$ cat src/rtl/uart_tx.sv
// UART transmitter fed by a first-word-fall-through FIFO.
// Sends start bit, DATA_WIDTH data bits LSB first, optional parity, then stop.
module uart_tx #(
  parameter int DATA_WIDTH = 8,
  parameter int SB_TICK    = 16,
  parameter bit PARITY_EN  = 1'b0,
  parameter bit PARITY_ODD = 1'b0
) (
  input  logic                  clk,
  input  logic                  reset,
  input  logic                  s_tick,
  input  logic                  fifo_empty,
  input  logic [DATA_WIDTH-1:0] fifo_data,
  output logic                  fifo_rd,
  output logic                  tx,
  output logic                  tx_busy,
  output logic                  tx_done_tick
);

  localparam int S_MAX = (SB_TICK > 16) ? SB_TICK : 16;
  localparam int S_W   = $clog2(S_MAX);
  localparam int N_W   = (DATA_WIDTH > 1) ? $clog2(DATA_WIDTH) : 1;

  localparam logic [S_W-1:0] S_BIT_LAST  = S_W'(15);
  localparam logic [S_W-1:0] S_STOP_LAST = S_W'(SB_TICK - 1);
  localparam logic [N_W-1:0] N_LAST      = N_W'(DATA_WIDTH - 1);

  typedef enum logic [2:0] {IDLE, START, DATA, PARITY, STOP} state_t;

  state_t                state_reg, state_next;
  logic [S_W-1:0]        s_reg, s_next;
  logic [N_W-1:0]        n_reg, n_next;
  logic [DATA_WIDTH-1:0] b_reg, b_next;
  logic                  p_reg, p_next;
  logic                  tx_reg, tx_next;

  always_ff @(posedge clk or negedge reset) begin
    if (!reset) begin
      state_reg <= IDLE;
      s_reg     <= '0;
      n_reg     <= '0;
      b_reg     <= '0;
      p_reg     <= 1'b0;
      tx_reg    <= 1'b1;
    end else begin
      state_reg <= state_next;
      s_reg     <= s_next;
      n_reg     <= n_next;
      b_reg     <= b_next;
      p_reg     <= p_next;
      tx_reg    <= tx_next;
    end
  end

  // Word and parity are captured at the pop, so later FIFO changes cannot disturb the frame.
  always_comb begin
    state_next = state_reg;
    s_next     = s_reg;
    n_next     = n_reg;
    b_next     = b_reg;
    p_next     = p_reg;
    case (state_reg)
      IDLE: begin
        if (!fifo_empty) begin
          state_next = START;
          s_next     = '0;
          b_next     = fifo_data;
          p_next     = (^fifo_data) ^ PARITY_ODD;
        end
      end
      START: begin
        if (s_tick) begin
          if (s_reg == S_BIT_LAST) begin
            state_next = DATA;
            s_next     = '0;
            n_next     = '0;
          end else begin
            s_next = s_reg + 1'b1;
          end
        end
      end
      DATA: begin
        if (s_tick) begin
          if (s_reg == S_BIT_LAST) begin
            s_next = '0;
            b_next = b_reg >> 1;
            if (n_reg == N_LAST) begin
              state_next = PARITY_EN ? PARITY : STOP;
            end else begin
              n_next = n_reg + 1'b1;
            end
          end else begin
            s_next = s_reg + 1'b1;
          end
        end
      end
      PARITY: begin
        if (s_tick) begin
          if (s_reg == S_BIT_LAST) begin
            state_next = STOP;
            s_next     = '0;
          end else begin
            s_next = s_reg + 1'b1;
          end
        end
      end
      STOP: begin
        if (s_tick) begin
          if (s_reg == S_STOP_LAST) begin
            state_next = IDLE;
          end else begin
            s_next = s_reg + 1'b1;
          end
        end
      end
      default: state_next = IDLE;
    endcase
  end

  // tx is registered, so its next value is decoded from the state being entered.
  always_comb begin
    fifo_rd      = reset && (state_reg == IDLE) && !fifo_empty;
    tx_done_tick = (state_reg == STOP) && s_tick && (s_reg == S_STOP_LAST);
    tx_busy      = (state_reg != IDLE);
    case (state_next)
      START:   tx_next = 1'b0;
      DATA:    tx_next = b_next[0];
      PARITY:  tx_next = p_next;
      default: tx_next = 1'b1;
    endcase
  end

  assign tx = tx_reg;

endmodule

$ cat config.mk
export PLATFORM = sky130hd
export DESIGN_NAME = uart_tx
export DESIGN_NICKNAME = d
export VERILOG_FILES = /design/src/rtl/uart_tx.sv
export SDC_FILE = /design/constraint.sdc
export NUM_CORES = 1
export LEC_CHECK = 0
export CAP_MARGIN = 40
export CORE_MARGIN = 10
export CORE_UTILIZATION = 40
export DETAILED_ROUTE_END_ITERATION = 12
export GPL_TIMING_DRIVEN = 1
export PLACE_DENSITY = 0.6
export SLEW_MARGIN = 5
export SYNTH_ARGS = -nofsm -noshare
export SYNTH_HDL_FRONTEND = slang
export SYNTH_SLANG_ARGS = --single-unit
$ cat constraint.sdc
create_clock -name clk -period 2.6 [get_ports clk]
set_clock_uncertainty 0.1 [all_clocks]
set_input_delay 0.52 -clock clk [delete_from_list [all_inputs] [get_ports clk]]
set_output_delay 0.52 -clock clk [all_outputs]
set_load 0.02 [all_outputs]
==> results of run 1 <==
cell usage after synthesis, drive strengths merged, types with 2 or more instances:
cell,number
nand2,19
o21ai,11
inv,5
xnor2,7
o21bai,2
nor2,4
nand3b,3
nand2b,2
and2,3
dfrtp,19
nand3,4
or3,2
a22oi,6
a21oi,3
ha,3
or3b,2
buf,2
worst paths after layout:
path	startpoint	to	slack, ps	cells after the start
worst min-delay path	b_reg[5]	b_reg[5]	380	2
min in group asynchronous	reset	s_reg[2]	490	2
worst max register to register	n_reg[0]	n_reg[1]	670	6
max in group asynchronous	reset	tx	1640	2
worst max-delay path	state_reg[2]	tx_busy	220	3
worst min register to register	b_reg[5]	b_reg[5]	380	2
layout by cell type (no fill, tap or decap), types with 2 or more instances in the layout:
master,instances
sky130_fd_sc_hd__o21ai_1,4
sky130_fd_sc_hd__o21ai_0,7
sky130_fd_sc_hd__nand2b_1,2
sky130_fd_sc_hd__nand3b_1,3
sky130_fd_sc_hd__or3b_1,2
sky130_fd_sc_hd__dlymetal6s2s_1,2
sky130_fd_sc_hd__and2_1,3
sky130_fd_sc_hd__xnor2_1,7
sky130_fd_sc_hd__dfrtp_1,19
sky130_fd_sc_hd__inv_1,5
sky130_fd_sc_hd__ha_1,3
sky130_fd_sc_hd__a22oi_1,6
sky130_fd_sc_hd__clkdlybuf4s50_1,13
sky130_fd_sc_hd__a21oi_1,2
sky130_fd_sc_hd__nand3_1,4
sky130_fd_sc_hd__clkbuf_4,3
sky130_fd_sc_hd__nand2_1,19
sky130_fd_sc_hd__nor2_1,4
sky130_fd_sc_hd__buf_4,6
kinds of logic after synthesis:
kind of cell | share of synthesized area, %
simple gates | 24.63
flops | 45.72
buf+inv | 2.965
xor+xnor | 6.386
fa+ha+maj | 3.421
compound gates | 16.88
final cells by class:
cell class                 instances  area share, %
clock buffer                       4          2.673
multi-input combinational         84          41.47
tap                               30          2.765
timing repair buffer              21          14.75
sequential                        20          36.96
inverter                           5          1.382
layer usage:
metal	global-route usage [%]	routed length [um]	part of all wire, %
met4	1.477	12	0.54
met2	13.41	1032	46
met5	0	0	0
met3	3.401	107	4.8
met1	12.22	1087	49
through the flow:
step	area, um2	cells	hold slack (ps)
CTS	1353	164	393.4
floorplan	1097	112	124.4
global placement	1316	160	359.5
detailed placement	1316	160	365.2
finish	1358	164	384.6
global route	1358	164	442.8
power breakdown:
| part | switching [mW] | internal [mW] |
|---|---|---|
| combinational | 0.254 | 0.229 |
| sequential | 0.105 | 0.451 |
| clock | 0.0897 | 0.0853 |
worst register-to-register path: cells and delay by family, from the launching register on:
family / cells / cell delay (ps)
AOI/OAI and AO/OA: 2 / 500
and+or+nand+nor: 2 / 480
DFF: 1 / 390
adders and majority gates: 2 / 390
==> results.rst, run 1 <==
.. list-table::
   :header-rows: 1

   * - Metric
     - Value
   * - CTS Hold Bufs
     - 0
   * - Area of all sequential standard cells
     - 501.7 um2
   * - Share of synthesized area occupied by flip-flops and latches
     - 45.72%
   * - Share of synthesized registers carrying an async set or reset
     - 100.0%
   * - Top cell type's share of synthesized area
     - 43.33%
   * - Pin count of the biggest net entering global routing
     - 21
   * - Crit Path Category
     - flop to output pin
   * - Delay contributed by the slowest stage of the critical path
     - 540 ps
   * - Routability congestion estimate from global placement
     - 0.7156
   * - Maximum resistive drop on vdd
     - 465.5 uV
   * - Overall track demand over capacity in global routing
     - 9.008%
   * - Fin Setup TNS
     - 0 ps
   * - TritonCTS clock tree
     - done
   * - Max Cap Violations
     - 0
   * - I/O pin count
     - 16
   * - Fmax achieved
     - ~420 MHz
   * - Area taken by multi-input logic gates
     - 563.0 um2
   * - Net count, final
     - 150
   * - Clock Sink Count
     - 20
   * - Remaining routing DRC violations
     - 0
   * - Layout cells sized above 1
     - 14.18%
   * - Register clock-pin slew on the reported worst setup and hold paths
     - around 110 ps
   * - Number of storage elements in the synthesis netlist
     - 20
   * - Source-to-sink clock delay at the later pin of the worst-skew pair
     - roughly 290 ps
   * - Total global routing overflow
     - 0
   * - Max H-tree Level
     - 1
   * - WP data arrival
     - 1760 ps
   * - Routed via count
     - between 800 and 900
   * - Setup Slack @ Placement
     - 61.12 ps
   * - Post-synth top flop
     - sky130_fd_sc_hd__dfrtp_1
   * - Per-cell routed wire length
     - 13.65 um
   * - Inserted Clock Buffers
     - 3
   * - Hold Crit Class
     - flop to flop
   * - Post-CTS Setup Bufs
     - 0
   * - Per-cell via count in the routed design
     - 5.280
   * - Via count of the first global-routing pass
     - approximately 830
   * - PnR Total Power
     - 1.214 mW
   * - Leakage power
     - about 0.62 nW
   * - Relative slew margins
     - 73.57%
   * - PnR worst setup slack
     - 222.4 ps
   * - Synthesized instance count
     - 112
   * - Number of buffers on the longest clock path
     - 2
   * - Result of the run
     - finished, final reports clean
   * - Count of pins over their slew limit
     - 0
   * - Number of iterations in the first detailed-routing pass
     - 4
   * - Count of flip-flops with a built-in enable after synthesis
     - 0
   * - Antenna viol nets, final
     - 0
   * - Number of rows created at floorplan
     - 18
   * - Buffers & Inverters on Critical Path
     - 2
   * - Overall die height
     - about 72 um
   * - Antenna diode count
     - 0
   * - Slew at the pin with the worst max-slew slack
     - 395.8 ps
   * - Total Die Area
     - 5238 um2
   * - Sort of element at the end of the critical path
     - output pin
   * - Fin. Hold Viols
     - 0
   * - Final WL
     - roughly 2.2 mm
   * - Post-Synthesis Net Count
     - between 100 and 150
   * - Worst-path fanout max
     - 8
   * - Setup-failing EPs final
     - 0
   * - Flip-flop count of the largest register, all copies and words added
     - 8
   * - DRT iter0 DRCs
     - 49
   * - Post-layout minimum cycle time
     - 2378 ps
   * - Initial cell density of the core
     - 43.12%
   * - Count of input and output buffers
     - 15
   * - CP max-delay cell
     - sky130_fd_sc_hd__clkdlybuf4s50_1
   * - RSZ-0062 raised after global routing
     - false
   * - Half-perimeter wire length after detailed placement
     - 1.760 mm
   * - Kind of start point of the critical path
     - flop
   * - Global-route wire length before repair
     - 3.953 mm
   * - Die width
     - 72.38 um
   * - Initial antenna violation count
     - 0
   * - Final Cycle Share
     - about nine tenths
   * - Mapped Avg Cell Area
     - 9.797 um2
   * - Placeable core area
     - 2545 um2
   * - Yosys warnings
     - 0
   * - Top cell type by total area after synthesis
     - sky130_fd_sc_hd__dfrtp_1
   * - Total power divided by cell area
     - 894.1 nW/um2
   * - Count of unique library cells instantiated by Yosys
     - 36
   * - Worst-path cell chain
     - buf_4, or3_4, clkdlybuf4s50_1
   * - Netlist Area Pre-Place
     - 1097 um2
   * - CTS root buf
     - sky130_fd_sc_hd__clkbuf_4
   * - Area growth from synthesis to final layout
     - 23.72%
   * - Cell types with the largest area share after synthesis
     - sky130_fd_sc_hd__dfrtp_1 (43%), sky130_fd_sc_hd__nand2_1 (6.5%), sky130_fd_sc_hd__xnor2_1 (5.6%), sky130_fd_sc_hd__a22oi_1 (4.1%), sky130_fd_sc_hd__ha_1 (3.4%)
   * - Required time of the critical path
     - 1980 ps
   * - Resized Gates After CTS
     - 0
   * - Kind of cell with the highest combined delay on the critical path
     - buffers and inverters
   * - Fill cell instance count of the final layout
     - 240
   * - Post-layout utilization of the core
     - 53.34%
No activity file was read; power rests on OpenSTA's default activity.
==> run 2, diff against run 1 <==
--- a/config.mk
+++ b/config.mk
@@ -6,7 +6,6 @@
 export NUM_CORES = 1
 export LEC_CHECK = 0
 export CAP_MARGIN = 40
-export CORE_MARGIN = 10
 export CORE_UTILIZATION = 40
 export DETAILED_ROUTE_END_ITERATION = 12
 export GPL_TIMING_DRIVEN = 1
==> results.rst, run 2 (synthesis results as in run 1) <==
.. list-table::
   :header-rows: 1

   * - Metric
     - Value
   * - Global-route wire length before repair
     - 3.705 mm
   * - Crit Path Category
     - flop to output pin
   * - Fin. Hold Viols
     - 0
   * - Clock Sink Count
     - 20
   * - RSZ-0062 raised after global routing
     - false
   * - Wire length the detailed router placed on met1
     - 1.101 mm
   * - Highest signal layer in the routed design
     - met4
   * - Hold Crit Class
     - flop to flop
   * - Net count, final
     - 148
   * - Number of buffers on the longest clock path
     - 2
   * - Antenna diode count
     - 0
   * - Worst-path fanout max
     - 10
   * - Flip-flop count of the largest register, all copies and words added
     - 8
   * - Fin Setup TNS
     - 0 ps
   * - Number of cells traversed by the worst register-to-register path
     - 6
   * - Half-perimeter wire length after detailed placement
     - 1.687 mm
   * - Startpoint of the lowest-slack register-to-register path
     - n_reg[0]
   * - Maximum resistive drop on vdd
     - 588.3 uV
   * - Overall die height
     - between 50 and 60 um
   * - Per-cell via count in the routed design
     - 5.222
   * - Overall track demand over capacity in global routing
     - approximately 18%
   * - Count of pins over their slew limit
     - 0
   * - Initial cell density of the core
     - 43.12%
   * - Max Cap Violations
     - 0
   * - RR Endpoint
     - n_reg[0]
   * - Total power divided by cell area
     - 959.4 nW/um2
   * - Post-CTS Setup Bufs
     - 0
   * - Count of input and output buffers
     - 15
   * - Max H-tree Level
     - 1
   * - Critical Path Sink
     - tx_done_tick
   * - CTS Hold Bufs
     - 0
   * - Worst reg-to-reg setup slack
     - 640 ps
   * - Slew at the pin with the worst max-slew slack
     - 395.4 ps
   * - WP data arrival
     - roughly 1900 ps
   * - Routability congestion estimate from global placement
     - 0.7915
   * - Via count of the first global-routing pass
     - 784
   * - Sum of met3 wire segment lengths after detailed routing
     - 57 um
   * - Leakage power
     - 0.5805 nW
   * - I/O pin count
     - 16
   * - Number of rows created at floorplan
     - 18
   * - Routed via count
     - 846
   * - Final WL
     - 2.182 mm
   * - Source-to-sink clock delay at the later pin of the worst-skew pair
     - 300 ps
   * - Fmax achieved
     - 395.6 MHz
   * - Antenna viol nets, final
     - 0
   * - Required time of the critical path
     - 1980 ps
   * - TritonCTS clock tree
     - done
   * - Layout cells sized above 1
     - ~14%
   * - Area growth from synthesis to final layout
     - 23.60%
   * - Remaining routing DRC violations
     - 0
   * - Relative slew margins
     - between 70% and 80%
   * - Inserted Clock Buffers
     - 3
   * - Total global routing overflow
     - 0
   * - Number of iterations in the first detailed-routing pass
     - 4
   * - Per-cell routed wire length
     - 13.47 um
   * - Sort of element at the end of the critical path
     - output pin
   * - Most common cell after layout, fill and taps aside
     - sky130_fd_sc_hd__nand2_1
   * - Die width
     - 54.38 um
   * - Launching instance or port of the critical path
     - state_reg[2]
   * - Setup-failing EPs final
     - 0
   * - Final Cycle Share
     - 97.24%
   * - CTS root buf
     - sky130_fd_sc_hd__clkbuf_4
   * - Register clock-pin slew on the reported worst setup and hold paths
     - 120 ps
   * - Placeable core area
     - 2545 um2
   * - Post-layout minimum cycle time
     - ~2500 ps
   * - Initial antenna violation count
     - 0
   * - Pin count of the biggest net entering global routing
     - 21
   * - WL met2
     - 1.008 mm
   * - PnR Total Power
     - roughly 1.3 mW
   * - Total Die Area
     - 2957 um2
   * - Kind of start point of the critical path
     - flop
   * - DRT iter0 DRCs
     - 9
   * - Result of the run
     - finished, final reports clean
   * - Commonest cells after routing, fill and taps aside
     - sky130_fd_sc_hd__nand2_1 (19), sky130_fd_sc_hd__dfrtp_1 (17), sky130_fd_sc_hd__clkdlybuf4s50_1 (15)
## run 2: worst min path at each step
stage,cells after the start,slack (ps),from,to
after global placement,2,360,b_reg[6],b_reg[6]
after floorplan,0,120,reset,b_reg[0]
final,2,390,b_reg[6],b_reg[6]
after global routing,2,420,b_reg[6],b_reg[6]
after CTS,2,400,b_reg[6],b_reg[6]
after detailed placement,2,370,b_reg[1],b_reg[1]
## run 2: what timing repair did
item / 4_1_cts / 5_1_grt
resized for setup: 1 / 1
gates cloned: 0 / 0
setup endpoints to repair: 1 / 1
## run 2: cell type report
class                   instances  area [um2]
clock buffers                   3       22.52
clock inverters                 1       30.03
fillers                       237        1189
inverters                       5       18.77
multi-input cells              84       563.0
flip-flops and latches         20       504.2
well taps                      30       37.54
repair buffers                 19       180.2
## run 2: per-layer routing
metal / up-vias / GRT usage (%)
met3: 2 / 5.000
met2: 9 / 27.85
met5: - / 0
met1: 400 / 24.27
li1: 435 / -
met4: 0 / 2.564
## run 2: stage by stage
step                      hold slack [ps]  cell area (um2)  util (%)  setup slack, ps  std cells
final                               388.8             1356     53.29            71.88        162
after global routing                418.7             1356     53.29            8.327        162
after CTS                           396.6             1355     53.24            51.10        162
after detailed placement            366.7             1301     51.13            83.25        158
after global placement              360.8             1301     51.13            87.65        158
after floorplan                     124.4             1097         -            577.6        112
## run 2: where the power goes
| part | switching, mW | total [mW] | internal [mW] |
|---|---|---|---|
| sequential | 0.101 | 0.553 | 0.452 |
| combinational | 0.262 | 0.492 | 0.230 |
| clock | 0.0999 | 0.256 | 0.156 |
| total | 0.463 | 1.30 | 0.838 |
## run 2: worst max-delay path, cell delays in order (launching register included)
cell,delay [ps]
sky130_fd_sc_hd__dfrtp_2,480
sky130_fd_sc_hd__or3b_1,420
sky130_fd_sc_hd__nor2_1,110
sky130_fd_sc_hd__clkdlybuf4s50_1,600
==> RTL change, RTL diff (config.mk and constraints of run 2) <==
Take the reset off `b_reg` and load it in a clocked block of its own.
--- a/src/rtl/uart_tx.sv
+++ b/src/rtl/uart_tx.sv
@@ -41,3 +41,2 @@
       n_reg     <= '0;
-      b_reg     <= '0;
       p_reg     <= 1'b0;
@@ -48,3 +47,2 @@
       n_reg     <= n_next;
-      b_reg     <= b_next;
       p_reg     <= p_next;
@@ -52,2 +50,6 @@
     end
+  end
+
+  always_ff @(posedge clk) begin
+    b_reg <= b_next;
   end
Check against the original RTL: same outputs for any inputs over 10 cycles, from zero or initial values and one cycle with reset low; that may be too few to reach the edited logic, so the function may still have changed.
==> RTL change against run 2 <==
  * Sequential cell count unchanged
  * Non-clock buffer count rose by 6
  * Routed wire length grew 4.7%
  * Hold slack gained 0.010 ns
  * Cell area fell by 0.18%
  * Area after synthesis increased by 0.34%
  * Sequential power fell by 11%
  * Total power shrank 10%
  * Critical path type is now input port to output port
  * Clock power fell by 41%
  * Setup slack better by 0.023 ns
==> RTL change: results (changes against run 2) <==
status complete, no violations (unchanged); critical path fanouts, max 4 (was 10); Synth top cells by count 11 x dfrtp_1, 9 x nor2_1, 8 x a22o_1, 8 x nand3_1 (was 19 x dfrtp_1, 19 x nand2_1, 7 x o21ai_0, 7 x xnor2_1, 6 x a22oi_1); Mapped Nets 122 (was 127); CTS root buffer clkbuf_4 (unchanged); Port Buffers 15 (unchanged); fin nets 146 (was 148); first-pass GRT wire length 3730 um (was 3710 um); R2R Setup Slk 0.55 ns (was 0.64 ns); number of flops mapped to enable cells by yosys 7 (was 0); DRT iter0 DRCs 23 (was 9); RR Endpoint b_reg[4] (was n_reg[0]); top cells by area, synth dfrtp_1 25%, edfxtp_1 19%, a22o_1 6.4%, xnor2_1 5.6%, nand3_1 3.6% (was dfrtp_1 43%, nand2_1 6.5%, xnor2_1 5.6%, a22oi_1 4.1%, ha_1 3.4%); clock latency on the worst-skew pair 0.30 ns (about the same); dpl hpwl 1700 um (was 1690 um); sequential-to-total area share from yosys stat 0.483 (was 0.457); clk buf depth 2 (unchanged); gr usage total 0.181 (was 0.176); Inserted Diodes 0 (unchanged); layout cells sized above 1 0.131 (was 0.144); GP Congestion 0.769 (was 0.792); worst rel slew slack 0.764 (was 0.736); Worst Hold End n_reg[2] (was b_reg[6]); largest net degree at the start of global routing 16 (was 21); Leak 0.551 nW (was 0.581 nW); First-pass DRT Iterations 4 (unchanged); Yosys top cell area share 0.250 (was 0.433); clock buffer count from CTS 3 (unchanged); initial antenna violation count 0 (unchanged); Inst Count DP 156 (was 158); maximum vdd drop 0.442 mV (was 0.588 mV); max FFs per register 8 (unchanged); critical path data arrival time 1.89 ns (was 1.91 ns); synth unique cells 37 (was 36); hold path start n_reg[2] (was b_reg[6]); reg-to-reg startpoint s_reg[0] (was n_reg[0]); htree depth 1 (unchanged); Post-Route WL 2280 um (was 2180 um); Post-Synthesis Cells 107 (was 112); WHS Path Cells 2 (unchanged); worst hold path class flip-flop to flip-flop (unchanged); drt via density 5.73 (was 5.22); vias in the first global route 891 (was 784); FF-to-FF path depth 6 (unchanged); Synth Warn # 0 (unchanged); WL/cell 14.3 um (was 13.5 um); Async S/R FF share, synth 0.600 (was 1.00); Fill cells 248 (was 237); Reg clk slew, reported paths between 0.1 and 0.15 ns
RTL change: cell type report:
| class | instances | area share |
|---|---|---|
| Clock buffer | 3 | 0.0166 |
| Clock inverter | 1 | 0.00277 |
| Inverter | 2 | 0.00555 |
| Multi-Input combinational cell | 79 | 0.389 |
| Sequential cell | 20 | 0.393 |
| Tap cell | 30 | 0.0277 |
| Timing Repair Buffer | 25 | 0.165 |
RTL change: cells by family after synthesis:
kind of cell,count (synthesis),share of synthesized area
DFF,20,0.483
xor gates and xnor gates,7,0.0557
and+or+nand+nor,41,0.202
adders and majority gates,3,0.0341
AOI/OAI and AO/OA,27,0.173
buffers and inverters,8,0.0386
muxes,1,0.0136
RTL change: critical path: stages:
cell             delay [ns]
clkdlybuf4s50_1        0.52
nand4_1                0.13
nor2_1                 0.12
clkdlybuf4s50_1        0.60
RTL change: how the worst max path moves through the flow:
stage / start / to / slack [ns] / depth (start not counted)
floorplan: state_reg[1] / fifo_rd / 0.46 / 6
global placement: s_tick / tx_done_tick / 0.12 / 4
detailed placement: s_tick / tx_done_tick / 0.09 / 4
CTS: s_tick / tx_done_tick / 0.08 / 4
global route: s_tick / tx_done_tick / 0.02 / 4
finish: s_tick / tx_done_tick / 0.09 / 4
RTL change: metrics by stage:
stage                     hold WS (ns)  worst slack, ns  cell area [um^2]
after floorplan                  0.124            0.465              1100
after global placement           0.374            0.116              1330
after detailed placement         0.382           0.0932              1330
after CTS                        0.408           0.0842              1350
after global routing             0.438           0.0201              1350
final                            0.399           0.0946              1350
RTL change: repair_timing:
action | in CTS | in global routing
setup buffers | 0 | 0
gates resized for setup | 1 | 0
setup endpoints to repair | 1 | 0
RTL change: metal layers:
metal | GRT usage | part of all wire | up-vias
met2 | 0.317 | 0.50 | 23
met5 | 0 | 0 | -
met1 | 0.215 | 0.46 | 444
met4 | 0.0726 | 0.0066 | 0
met3 | 0.0361 | 0.032 | 2
li1 | - | - | 448
RTL change: report_power, final:
| group | leakage [nW] | internal (mW) | switching, mW |
|---|---|---|---|
| Clock | 0.0154 | 0.0559 | 0.0958 |
| Combinational | 0.314 | 0.250 | 0.273 |
| Sequential | 0.221 | 0.432 | 0.0594 |
